## config.mk

```make
export PLATFORM = sky130hd
export DESIGN_NAME = mem_port_arbiter
export DESIGN_NICKNAME = d
export VERILOG_FILES = /design/src/rtl/mem_port_arbiter_pkg.sv /design/src/rtl/mem_port_arbiter_rr_arb2.sv /design/src/rtl/mem_port_arbiter.sv
export SDC_FILE = /design/constraint.sdc
export NUM_CORES = 1
export LEC_CHECK = 0
export BUFFER_PORTS_ARGS = -buffer_cell sky130_fd_sc_hd__buf_2
export CAP_MARGIN = 10
export CORE_UTILIZATION = 25
export CTS_BUF_LIST = sky130_fd_sc_hd__clkbuf_8
export DETAILED_ROUTE_END_ITERATION = 12
export PLACE_DENSITY = 0.62
export SLEW_MARGIN = 20
export SYNTH_ARGS = -nofsm -noshare
export SYNTH_HDL_FRONTEND = slang
export SYNTH_SLANG_ARGS = --single-unit
```

## constraint.sdc

```tcl
create_clock -name clk -period 4.3 [get_ports clk]
set_clock_uncertainty 0.2 [all_clocks]
set_input_delay 0.43 -clock clk [delete_from_list [all_inputs] [get_ports clk]]
set_output_delay 0.43 -clock clk [all_outputs]
set_load 0.01 [all_outputs]
```

## src/rtl/mem_port_arbiter_pkg.sv

```systemverilog
// Shared types for the IFU/LSU memory-port arbiter: FSM states, owner encoding
// and the bit positions used in the two-way request/grant vectors.
package mem_port_arbiter_pkg;

    typedef enum logic [1:0] {
        IDLE     = 2'd0,
        REQ      = 2'd1,
        WAIT_RSP = 2'd2
    } state_t;

    typedef enum logic {
        OWN_IFU = 1'b0,
        OWN_LSU = 1'b1
    } owner_t;

    localparam int GNT_IFU = 0;
    localparam int GNT_LSU = 1;

endpackage

```

## src/rtl/mem_port_arbiter_rr_arb2.sv

```systemverilog
// Combinational two-way round-robin pick: a lone requester always wins,
// a tie goes to whichever side was not granted last.
import mem_port_arbiter_pkg::*;

module rr_arb2 (
    input  logic [1:0] valid,
    input  owner_t     last_grant,
    output logic [1:0] grant
);

    always_comb begin
        grant = 2'b00;
        if (valid[GNT_IFU] && valid[GNT_LSU]) begin
            if (last_grant == OWN_IFU) grant[GNT_LSU] = 1'b1;
            else                       grant[GNT_IFU] = 1'b1;
        end else if (valid[GNT_IFU]) begin
            grant[GNT_IFU] = 1'b1;
        end else if (valid[GNT_LSU]) begin
            grant[GNT_LSU] = 1'b1;
        end
    end

endmodule

```

## src/rtl/mem_port_arbiter.sv

```systemverilog
// Shares one memory port between instruction fetch and load/store with a single
// outstanding transaction, registered downstream request and round-robin grant.
import mem_port_arbiter_pkg::*;

module mem_port_arbiter #(
    parameter int ADDR_W = 32,
    parameter int DATA_W = 32
) (
    input  logic                  clk,
    input  logic                  rst,
    input  logic                  ifu_req_valid,
    output logic                  ifu_req_ready,
    input  logic [ADDR_W-1:0]     ifu_addr,
    output logic                  ifu_rsp_valid,
    output logic [DATA_W-1:0]     ifu_rsp_data,
    input  logic                  lsu_req_valid,
    output logic                  lsu_req_ready,
    input  logic [ADDR_W-1:0]     lsu_addr,
    input  logic                  lsu_wen,
    input  logic [DATA_W-1:0]     lsu_wdata,
    input  logic [DATA_W/8-1:0]   lsu_wmask,
    output logic                  lsu_rsp_valid,
    output logic [DATA_W-1:0]     lsu_rsp_data,
    output logic                  mem_req_valid,
    input  logic                  mem_req_ready,
    output logic [ADDR_W-1:0]     mem_addr,
    output logic                  mem_wen,
    output logic [DATA_W-1:0]     mem_wdata,
    output logic [DATA_W/8-1:0]   mem_wmask,
    input  logic                  mem_rsp_valid,
    input  logic [DATA_W-1:0]     mem_rsp_data,
    output logic                  busy,
    output logic                  err_spurious
);

    state_t     state;
    owner_t     owner;
    owner_t     last_grant;
    logic [1:0] grant;
    logic       idle;
    logic       rsp_hit;

    rr_arb2 u_arb (
        .valid      ({lsu_req_valid, ifu_req_valid}),
        .last_grant (last_grant),
        .grant      (grant)
    );

    assign idle          = (state == IDLE);
    assign ifu_req_ready = idle && grant[GNT_IFU];
    assign lsu_req_ready = idle && grant[GNT_LSU];
    assign busy          = !idle;

    // Only a response in WAIT_RSP is delivered; anything else is flagged below.
    assign rsp_hit       = (state == WAIT_RSP) && mem_rsp_valid;
    assign ifu_rsp_valid = rsp_hit && (owner == OWN_IFU);
    assign lsu_rsp_valid = rsp_hit && (owner == OWN_LSU);
    assign ifu_rsp_data  = ifu_rsp_valid ? mem_rsp_data : '0;
    assign lsu_rsp_data  = (lsu_rsp_valid && !mem_wen) ? mem_rsp_data : '0;

    always_ff @(posedge clk or negedge rst) begin
        if (!rst) begin
            state         <= IDLE;
            owner         <= OWN_IFU;
            last_grant    <= OWN_IFU;
            mem_req_valid <= 1'b0;
            mem_addr      <= '0;
            mem_wen       <= 1'b0;
            mem_wdata     <= '0;
            mem_wmask     <= '0;
            err_spurious  <= 1'b0;
        end else begin
            if (mem_rsp_valid && state != WAIT_RSP) err_spurious <= 1'b1;
            case (state)
                IDLE: begin
                    if (grant[GNT_LSU]) begin
                        owner         <= OWN_LSU;
                        last_grant    <= OWN_LSU;
                        mem_addr      <= lsu_addr;
                        mem_wen       <= lsu_wen;
                        mem_wdata     <= lsu_wdata;
                        mem_wmask     <= lsu_wmask;
                        mem_req_valid <= 1'b1;
                        state         <= REQ;
                    end else if (grant[GNT_IFU]) begin
                        owner         <= OWN_IFU;
                        last_grant    <= OWN_IFU;
                        mem_addr      <= ifu_addr;
                        mem_wen       <= 1'b0;
                        mem_wdata     <= '0;
                        mem_wmask     <= '1;
                        mem_req_valid <= 1'b1;
                        state         <= REQ;
                    end
                end
                REQ: begin
                    if (mem_req_ready) begin
                        mem_req_valid <= 1'b0;
                        state         <= WAIT_RSP;
                    end
                end
                WAIT_RSP: begin
                    if (mem_rsp_valid) state <= IDLE;
                end
                default: begin
                    mem_req_valid <= 1'b0;
                    state         <= IDLE;
                end
            endcase
        end
    end

endmodule

```

# [Word-level counts from Yosys, hierarchy flattened]
# Cells that the tools add are included.
[op_classes] n_eq_ne=6 muxes=26 bitwise_logic=2 n_reduce_logical=15
[ops] op="$mux 32" n=6
[ops] op="$mux 1" n=11
[ops] op="$mux 2" n=5
[ops] op="$logic_and 1x1->1" n=8
[ops] op="$mux 4" n=2
[ops] op="$ne 2x2->1 const B" n=3
[ops] op="$pmux 2 s3" n=1
[ops] op="$reduce_and 3->1" n=2
[ops] op="$ne 3x3->1 const B" n=1
[ops] op="$pmux 1 s3" n=1
[ops] op="$eq 2x1->1 const B" n=1
[ops] op="$eq 2x2->1 const B" n=1
[ops] op="$logic_not 1->1" n=2
[ops] op="$logic_not 2->1" n=1
[ops] op="$not 1->1" n=2
[ops] op="$reduce_and 2->1" n=1
[ops] op="$reduce_bool 2->1" n=1
[word_totals] regBits=74 inputBits=139 output_inout_bits=140 wordCells=57

# [Logic depth before layout (Yosys ltp)]
# Gate-level depths: netlist (run 1).
[depth] depth_word=6 mapped_depth=6 depth_no_buf=4

# [Cells and area by module]
# A second synthesis (run 1) with hierarchy kept.
[unflattened] cells_unflattened=284 area_unflattened_um2=3601.0
[modules_own_cells] module="mem_port_arbiter" n_inst=1 cells_each=281 area_each_um2=3582.2 seq_area_each_um2=1851.8
[modules_own_cells] module="rr_arb2" n_inst=1 cells_each=3 area_each_um2=18.8 seq_area_each_um2=0.0

# [Worst setup path after synthesis (run 1)]
# No wires, ideal clock.
[synth_timing] path_kind="flip-flop to output port" startpoint="register state[0]" endpoint="output port ifu_rsp_data[10]" t_arrival_ps=1261 required_time_ps=3670 setup_slack_ps=2409 path_stages_with_launch=5 cell_sequence="dfrtp_1 -> nand2b_1 -> nor3b_2 -> clkbuf_1 -> and2_1"
[synth_between] elab_chain_cells=4
[synth_lines] item="from (decl)" line="mem_port_arbiter.sv:36" rtl="state_t state;"
[synth_lines] item="from (signal assigned)" line="mem_port_arbiter.sv:63" rtl="state <= IDLE;"
[synth_lines] item="from (signal assigned)" line="mem_port_arbiter.sv:84" rtl="state <= REQ;"
[synth_lines] item="from (signal assigned)" line="mem_port_arbiter.sv:93" rtl="state <= REQ;"
[synth_lines] item="$eq 2x2->1" line="mem_port_arbiter.sv:55" rtl="assign rsp_hit = (state == WAIT_RSP) && mem_rsp_valid;"
[synth_lines] item="$logic_and 1x1->1" line="mem_port_arbiter.sv:55"
[synth_lines] item="$logic_and 1x1->1" line="mem_port_arbiter.sv:56" rtl="assign ifu_rsp_valid = rsp_hit && (owner == OWN_IFU);"
[synth_lines] item="$mux 32" line="mem_port_arbiter.sv:58" rtl="assign ifu_rsp_data = ifu_rsp_valid ? mem_rsp_data : '0;"
[synth_lines] item="to (decl)" line="mem_port_arbiter.sv:15" rtl="output logic [DATA_W-1:0] ifu_rsp_data,"
# No other way between the ends.

# [Final worst setup path (run 1)]
[layout_timing] startpoint="register last_grant" endpoint="output port lsu_req_ready"
[layout_between] elab_chain_cells=3
[layout_lines] item="from (decl)" line="mem_port_arbiter.sv:38" rtl="owner_t last_grant;"
[layout_lines] item="from (signal assigned)" line="mem_port_arbiter.sv:65" rtl="last_grant <= OWN_IFU;"
[layout_lines] item="from (signal assigned)" line="mem_port_arbiter.sv:78" rtl="last_grant <= OWN_LSU;"
[layout_lines] item="from (signal assigned)" line="mem_port_arbiter.sv:87" rtl="last_grant <= OWN_IFU;"
[layout_lines] item="$mux 1" line="mem_port_arbiter_rr_arb2.sv:14" rtl="if (last_grant == OWN_IFU) grant[GNT_LSU] = 1'b1;"
[layout_lines] item="$mux 2" line="mem_port_arbiter_rr_arb2.sv:13" rtl="if (valid[GNT_IFU] && valid[GNT_LSU]) begin"
[layout_lines] item="$logic_and 1x1->1" line="mem_port_arbiter.sv:51" rtl="assign lsu_req_ready = idle && grant[GNT_LSU];"
[layout_lines] item="to (decl)" line="mem_port_arbiter.sv:17" rtl="output logic lsu_req_ready,"
# No other way between the ends.

==> results of run 1 <==
==> routing by layer <==
metal | vias up | share of wire | routed length, µm | GRT usage
met5 | - | 0 | 0 | 0
met3 | 19 | 0.069 | 855 | 0.0337
met4 | 0 | 0.019 | 233 | 0.0550
met2 | 170 | 0.53 | 6570 | 0.294
met1 | 1754 | 0.38 | 4640 | 0.174
li1 | 1764 | - | - | -
==> critical path, cell delays in order, from the launching register on <==
cell      delay [ns]
dfrtp_1         0.49
a21boi_2        0.17
buf_4           0.33
nand2_1         0.20
inv_2           0.52
buf_2           0.25
==> cells by family after synthesis <==
kind of cell,count (synthesis)
buf+inv,32
flops,74
simple gates,144
compound gates,108
==> placed cells by master, fill, tap and decap left out, drive strengths merged <==
master / instances
nor3b: 1
nor2: 2
clkinvlp: 2
and2b: 1
nand3b: 1
clkinv: 1
clkbuf: 10
buf: 281
o22a: 4
a21oi: 33
nand2: 71
and2: 65
a21boi: 1
a21o: 2
and4b: 1
or2: 1
inv: 4
a21bo: 1
o21ai: 2
a22o: 33
dfrtp: 74
nand2b: 1
a31oi: 32
bufinv: 2
==> worst min path at each step <==
| stage | start | to | slack (ns) | depth (start not counted) |
|---|---|---|---|---|
| 2_1_floorplan | rst | err_spurious | -0.07 | 0 |
| 3_5_place_dp | err_spurious | err_spurious | 0.26 | 1 |
| 3_3_place_gp | mem_req_valid | mem_req_valid | 0.27 | 2 |
| 4_1_cts | rst | mem_addr[10] | 0.06 | 1 |
| 6_report | rst | mem_addr[4] | 0.03 | 1 |
| 5_1_grt | lsu_wdata[0] | mem_wdata[0] | 0.08 | 2 |
==> power breakdown <==
part           internal (W)  total, W  switching, W
sequential         0.000995   0.00120      0.000200
clock              0.000344  0.000608      0.000265
combinational      0.000626   0.00145      0.000828
total               0.00197   0.00326       0.00129
==> sequential cells by signal (all words and copies together), names as in the netlist <==
signal         cells
mem_addr          32
mem_wdata         32
mem_wmask          4
state              2
err_spurious       1
last_grant         1
mem_req_valid      1
mem_wen            1
==> final cells by class <==
class	count	area, µm²
Timing Repair Buffer	281	1420
Inverter	3	11.3
Sequential cell	74	1850
Clock inverter	6	88.8
Multi-Input combinational cell	252	1670
Fill cell	1455	8690
Clock buffer	10	138
Tap cell	180	225
==> per-stage QoR <==
step / worst slack, ns / hold slack, ns
global placement: 1.64 / 0.268
floorplan: 2.41 / -0.0656
CTS: 1.29 / 0.0596
global route: 1.16 / 0.0810
finish: 1.35 / 0.0258
detailed placement: 1.57 / 0.263
==> metrics, run 1 <==
All-Layer GR Usage=0.157; largest net degree at the start of global routing=75; MaxCap Viol Count=0; length in cells of the worst reg-to-reg path=4; H-tree lvl count=3; mux share of post-synthesis cell area=0; Synth top cells by count=dfrtp_1, nand2_1, and2_1; Worst-Margin Slew=0.983 ns; Area Overhead vs Synth=46.9%; antenna violations before repair=0; Worst Setup End Kind=output port; Fin. Hold Viols=0; design area=around 5400 µm²; critical path class=flop to output port; Clock Latency Late Sink=between 0.3 and 0.4 ns; Compound-Gate Fraction of Synth Area=0.251; DP HPWL=9.73 mm; Peak VDD IR=between 0.2 and 0.3 mV; prevailing post-synth register cell=dfrtp_1; total power=0.00326 W; CP Launch Type=flop; DR vias=between 3000 and 4000; share of the synthesized area in the top cell type=0.503; postcts setup bufs=0; Die X=around 120 µm; Antenna Violating Nets Remaining=0; max-slew violation count=0; die height=123 µm; main combinational cell family by area after synthesis=compound AO/OA/AOI/OAI gates; crit path capture=lsu_req_ready; post-CTS resize count=0; TritonRoute pass-1 iters=4; Critical path origin=last_grant; Final period util=0.686; Post-synth EDFFs=0; Core Rows=43; Reg2Reg Setup Slack=1.67 ns; # DRC=0; crit-path max FO=35; GR Overflow Total=0; Critical R2R Capture=mem_addr[17]; Die ar.=15200 µm²; Routed WL=between 10 and 15 mm; CTS tree=done; endpoints failing setup=0; Worst Path Required=roughly 3.7 ns; Slew HR=0.345; worst r2r src=state[0]; arrival time of the worst setup path=~2.3 ns; Seq cells post-synth=74; PD cells=603 nW/µm²; Port Buffers=278; Synth Area in XOR/XNOR=0; vias in the first global route=approximately 3600; first-pass GRT wire length=18.1 mm; total CTS buffers=9; Placed Cells=790; Leakage=2.89 nW; Fin Setup TNS=0 ns; Achievable Freq=0.339 GHz; layout cells sized above 1=0.534; asr flop ratio synth=1.00; Util after Layout=0.383; drt wl/cell=roughly 15 µm; IO Pins=279; sequential fraction of the synthesis area=0.503; clock sink count=74; Mapped Nets=497; Initial Util=0.261; RSZ-0062 raised after global routing=no; Ant. Diodes=0; top cells by area, synth=dfrtp_1, and2_1, a31oi_2; placer congestion estimate=0.811; Tmin final=2.95 ns; DR iter-0 viols=71; area leader, netlist=dfrtp_1; most frequent cell after synthesis=dfrtp_1; area of placed instances=5170 µm²; Post-Synth Adder-Cell Area=0; CTS clk-pin slew, worst paths=0.08 ns; CTS max path bufs=2; Synthesis Warnings=0; # hold bufs at CTS=0; status=finished, final reports clean; root buf cell=clkbuf_8; CORE AREA=14100 µm²; Via density=4.60; Unique masters post-synth=25; nets@finish=between 700 and 800; Synth Area per Inst=about 10 µm²; synthesized cell area=3680 µm²; cell count after synthesis=around 360; Post-Layout Cell Count=806; HP Class=primary input to asynchronous set/reset pin; post-synthesis simple-gate area fraction=0.201
Note: power is estimated with default switching activity, not from simulation.
==> inputs of run 2 (changes only) <==
Clock period 4.3 ns to 3 ns, I/O delays scaled along.
==> run 2 against run 1 <==
  * Sequential power rose by 41%
  * Largest cell class is now buffers
  * Via count rose by 8.2%
  * Final cell count rose by 9.9%
  * Total power rose by 49%
  * Wire length rose by 9.0%
  * Critical path type is now flop to flop
==> metrics, run 2 (same netlist as run 1, synthesis figures left out) <==
status=finished, final reports clean (unchanged); drt wl/cell=15.1 µm (was 15.3 µm); # DRC=0 (unchanged); Achievable Freq=0.384 GHz; CTS clk-pin slew, worst paths=0.08 ns (about the same); post-CTS resize count=0 (unchanged); Fin. Hold Viols=0 (unchanged); slowest CP cell=dlygate4sd3_1 (was inv_2); area of the multi-input gates=1660 µm² (was 1670 µm²); Post-Layout Cell Count=886 (was 806); Fin Setup TNS=0 ns (unchanged); Die ar.=15200 µm² (unchanged); critical path class=flop to flop (was flop to output port); MaxCap Viol Count=0 (unchanged); largest net degree at the start of global routing=75 (unchanged); endpoints failing setup=0 (unchanged); H-tree lvl count=3 (unchanged); total CTS buffers=9 (unchanged); RSZ-0062 raised after global routing=no (unchanged); Routed WL=13.4 mm (was 12.3 mm); Worst-Margin Slew=0.955 ns (was 0.983 ns); # hold bufs at CTS=74 (was 0); worst-path cell chain=nor2_4 > and2_2 > buf_12 > a31oi_2 > dlygate4sd3_1 (was a21boi_2 > buf_4 > nand2_1 > inv_2 > buf_2); max incr delay on CP=0.58 ns (was 0.52 ns); Leakage=3.21 nW (was 2.89 nW); DP HPWL=9.57 mm (was 9.73 mm); crit-path max FO=24 (was 35); CORE AREA=14100 µm² (unchanged); IO Pins=279 (unchanged); FF/Latch Area=1850 µm² (unchanged); max-slew violation count=0 (unchanged); antenna violations before repair=0 (unchanged); Worst Path Required=3.03 ns (was 3.67 ns); layout cells sized above 1=0.478 (was 0.534); most common cell after layout, fill and taps aside=buf_2 (unchanged); placer congestion estimate=0.737 (was 0.811); nets@finish=839 (was 760); Peak VDD IR=0.311 mV (was 0.256 mV); clock sink count=74 (unchanged); postcts setup bufs=0 (unchanged); Die X=123 µm (unchanged); Initial Util=0.261 (unchanged); arrival time of the worst setup path=2.64 ns (was 2.32 ns); Tmin final=2.61 ns; DR vias=4012 (was 3707); All-Layer GR Usage=0.174 (was 0.157); Placed Cells=795 (was 790); fill count=1376 (was 1455); Area Overhead vs Synth=67.1% (was 46.9%); Port Buffers=278 (unchanged); CTS tree=done (unchanged); largest registers=mem_addr (32), mem_wdata (32), mem_wmask (4) (unchanged); CTS max path bufs=2 (unchanged); TritonRoute pass-1 iters=4 (unchanged); first-pass GRT wire length=20.0 mm (was 18.1 mm); vias in the first global route=3918 (was 3578); Final period util=0.869; Clock Latency Late Sink=0.35 ns (was 0.33 ns); root buf cell=clkbuf_8 (unchanged); CP Launch Type=flop (unchanged); Slew HR=0.363 (was 0.345); GR Overflow Total=0 (unchanged); DR iter-0 viols=168 (was 71); Core Rows=43 (unchanged); Via density=4.53 (was 4.60); die height=123 µm (unchanged); Worst Setup End Kind=flop (was output port); HP Class=primary input to flop (was primary input to asynchronous set/reset pin); PD cells=788 nW/µm² (was 603 nW/µm²); most frequent cells in the layout=buf_2, dfrtp_1, dlygate4sd3_1 (was buf_2, dfrtp_1, nand2_1); Antenna Violating Nets Remaining=0 (unchanged)
## run 2: worst max-delay path: cells and delay by family, from the launching register on
family | cells | cell delay (ns)
AO/OA/AOI/OAI | 1 | 0.10
buffers and inverters | 2 | 0.83
flip-flops | 1 | 0.45
AND/OR/NAND/NOR | 2 | 0.89
## run 2: through the flow
stage	area, µm²	power, W	hold WS, ns	utilization	setup WS [ns]
finish	6150	0.00484	0.0270	0.436	0.394
global route	6140	0.00519	0.0143	0.436	0.267
CTS	6140	0.00489	0.000140	0.436	0.389
detailed placement	5220	0.00392	0.243	0.370	0.807
global placement	5220	0.00387	0.240	0.370	0.898
floorplan	3680	0.00303	-0.196	-	1.24
## run 2: per-layer routing
metal  GRT usage  up-vias  wire (µm)  part of all wire
li1            -     1922          -                 -
met1       0.187     1886       5090              0.38
met2       0.327      180       7190              0.54
met3      0.0318       24        789             0.059
met4      0.0828        0        339             0.025
met5           0        -          0                 0
## run 2: path summary, 6_finish.rpt
kind / start / end / slack, ns / cells after the start
setup / recovery: state[0] / mem_addr[12] / 0.39 / 5
min in group asynchronous: rst / mem_addr[10] / 0.45 / 2
hold reg to reg: err_spurious / err_spurious / 0.26 / 1
max in group asynchronous: rst / mem_wdata[23] / 1.54 / 2
setup reg to reg: state[0] / mem_addr[12] / 0.39 / 5
hold / removal: lsu_addr[18] / mem_addr[18] / 0.03 / 3
## run 2: area by class of cell
type / count / area share
antenna: 1 / 0.000407
clock buffer: 9 / 0.0202
clock inverter: 7 / 0.00998
inverter: 3 / 0.00183
multi-input combinational: 252 / 0.271
sequential: 74 / 0.301
tap: 180 / 0.0366
timing repair buffer: 360 / 0.359
## run 2: power by group
part	total [W]	leakage, nW	internal [W]	switching (W)
clock network	0.000757	0.100	0.000375	0.000382
logic	0.00239	2.23	0.00111	0.00128
registers	0.00169	0.884	0.00143	0.000266
total	0.00484	3.21	0.00291	0.00193
==> inputs of run 3 (changes only) <==
Settings changed: CORE_AREA from default to 2 2 107 109, CORE_UTILIZATION 25 to default, DIE_AREA from default to 0 0 109 111, PLACE_DENSITY 0.62 to 0.77.
==> run 3 against run 2 <==
  * Die area shrank 20%
  * Largest power group unchanged
  * Sequential cell count is the same
  * First-iteration DRC count grew 0.60%
  * Setup slack lost 0.0019 ns
  * Total power shrank 4.3%
  * Non-clock buffer count shrank 40
  * Wire length shrank 9.4%
==> metrics, run 3 (same netlist as run 1, synthesis figures left out) <==
status=finished, final reports clean (unchanged); met3 usage=0.0394 (was 0.0318); IO Pins=279 (unchanged); antenna violations before repair=2 (was 0); Achievable Freq=0.384 GHz (about the same); CTS clk-pin slew, worst paths=0.07 ns (was 0.08 ns); max incr delay on CP=0.58 ns (about the same); most used routing layer=met2 (unchanged); placer congestion estimate=0.840 (was 0.737); DR vias=3821 (was 4012); TritonRoute pass-1 iters=5 (was 4); worst-path cell chain=dlygate4sd3_1 > buf_2 > and4b_1 > and2b_1 > and2_1 > buf_2 (was nor2_4 > and2_2 > buf_12 > a31oi_2 > dlygate4sd3_1); Port Buffers=278 (unchanged); clock sink count=74 (unchanged); layout cells sized above 1=0.502 (was 0.478); setup slack at placement=0.860 ns (was 0.807 ns); Antenna Violating Nets Remaining=0 (unchanged); GR Overflow Total=0 (unchanged); Core Rows=39 (was 43); max-slew violation count=0 (unchanged); root buf cell=clkbuf_8 (unchanged); CP top delay family=simple AND/OR/NAND/NOR gates (unchanged); crit-path max FO=32 (was 24); Post-Layout Cell Count=810 (was 886); # DRC=0 (unchanged); drt wl/cell=15.0 µm (was 15.1 µm); DP HPWL=9.22 mm (was 9.57 mm); Leakage=3.06 nW (was 3.21 nW); most frequent cells in the layout=buf_2, dfrtp_1, nand2_1 (was buf_2, dfrtp_1, dlygate4sd3_1); Via density=4.72 (was 4.53); hold-critical path depth=2 (was 3); worst r2r src=last_grant (was state[0]); Critical R2R Capture=mem_wdata[2] (was mem_addr[12]); Peak VDD IR=0.345 mV (was 0.311 mV); MaxCap Viol Count=0 (unchanged); Worst Hold Launch=lsu_wdata[16] (was lsu_addr[18]); Util after Layout=0.516 (was 0.436); first-pass GRT wire length=19.2 mm (was 20.0 mm); PD cells=810 nW/µm² (was 788 nW/µm²); met2 global-route usage=0.378 (was 0.327); Area Overhead vs Synth=55.4% (was 67.1%); worst hold slack=0.0247 ns (was 0.0270 ns); fill count=987 (was 1376); Initial Util=0.332 (was 0.261); RSZ-0062 raised after global routing=no (unchanged); Reg2Reg Setup Slack=1.20 ns (was 0.39 ns); most common cell after layout, fill and taps aside=buf_2 (unchanged); Clock Latency Late Sink=0.32 ns (was 0.35 ns); Die X=109 µm (was 123 µm); HP Class=primary input to flop (unchanged); crit path buf inv count=3 (was 2); Crit path top cell by count=buf_2; CTS max path bufs=2 (unchanged); length in cells of the worst reg-to-reg path=5 (unchanged); critical path class=primary input to output port (was flop to flop); Worst Path Required=2.50 ns (was 3.03 ns); Fin Setup TNS=0 ns (unchanged); Slew HR=0.397 (was 0.363); DR iter-0 viols=169 (was 168); CORE AREA=11100 µm² (was 14100 µm²); largest net degree at the start of global routing=75 (unchanged); die height=111 µm (was 123 µm); total CTS buffers=9 (unchanged); GRT met1 Usage=0.223 (was 0.187); Hold Path Sink=mem_wdata[16] (was mem_addr[18]); H-tree lvl count=3 (unchanged); largest registers=mem_addr (32), mem_wdata (32), mem_wmask (4) (unchanged); arrival time of the worst setup path=2.11 ns (was 2.64 ns); PnR worst setup slack=0.392 ns (was 0.394 ns); Placed Cells=757 (was 795); Final period util=0.869 (about the same); Fin. Hold Viols=0 (unchanged); Worst-Margin Slew=0.904 ns (was 0.955 ns); endpoints failing setup=0 (unchanged); All-Layer GR Usage=0.201 (was 0.174); vias in the first global route=3866 (was 3918); nets@finish=799 (was 839); CP Launch Type=primary input (was flop); slowest CP cell=and2b_1 (was dlygate4sd3_1); Routed WL=12.1 mm (was 13.4 mm); Tmin final=2.61 ns (about the same); postcts setup bufs=0 (unchanged); Die ar.=12100 µm² (was 15200 µm²); Worst Setup End Kind=output port (was flop); CTS tree=done (unchanged)
-- run 3: layout make-up --
type,instances,area [µm²],area share
Multi-Input combinational cell,252,1660,0.291
Tap cell,143,179,0.0313
Timing Repair Buffer,320,1810,0.316
Sequential cell,74,1850,0.324
Antenna cell,2,5.00,0.000875
Inverter,3,11.3,0.00197
Clock buffer,11,151,0.0265
Clock inverter,5,46.3,0.00810
-- run 3: worst reg2reg max path, cell delays in order, from the launching register on --
cell and delay [ns]:
dfrtp_1 0.45, a21boi_2 0.19, nand2_1 0.21, inv_2 0.10
buf_4 0.34, a22o_1 0.25
-- run 3: routing by layer --
metal	part of all wire	vias up
met1	0.37	1793
li1	-	1837
met5	0	-
met2	0.54	178
met3	0.069	13
met4	0.017	0
-- run 3: metrics by stage --
step	instance area (µm²)	total power, W
6_report	5720	0.00463
2_1_floorplan	3680	0.00303
4_1_cts	5700	0.00467
3_5_place_dp	5160	0.00386
5_1_grt	5720	0.00497
3_3_place_gp	5160	0.00379
-- run 3: repair_timing --
action / CTS / global route
gates resized for setup: 0 / 0
hold endpoints to repair: 108 / 1
hold buffers: 34 / 1
-- run 3: power breakdown --
| part | internal [W] | switching (W) | leakage [nW] |
|---|---|---|---|
| combinational | 0.000965 | 0.00122 | 2.06 |
| clock | 0.000420 | 0.000338 | 0.113 |
| sequential | 0.00143 | 0.000260 | 0.884 |
-- run 3: how the worst max path moves through the flow --
stage                  startpoint          endpoint  slack, ns  cells past startpoint
floorplan                state[0]  ifu_rsp_data[10]       1.24                      4
global placement         state[0]  lsu_rsp_data[10]       0.97                      4
detailed placement       state[0]  lsu_rsp_data[25]       0.86                      4
CTS                 mem_rsp_valid  lsu_rsp_data[25]       0.39                      6
global route        mem_rsp_valid  lsu_rsp_data[31]       0.26                      6
finish              mem_rsp_valid  lsu_rsp_data[28]       0.39                      6
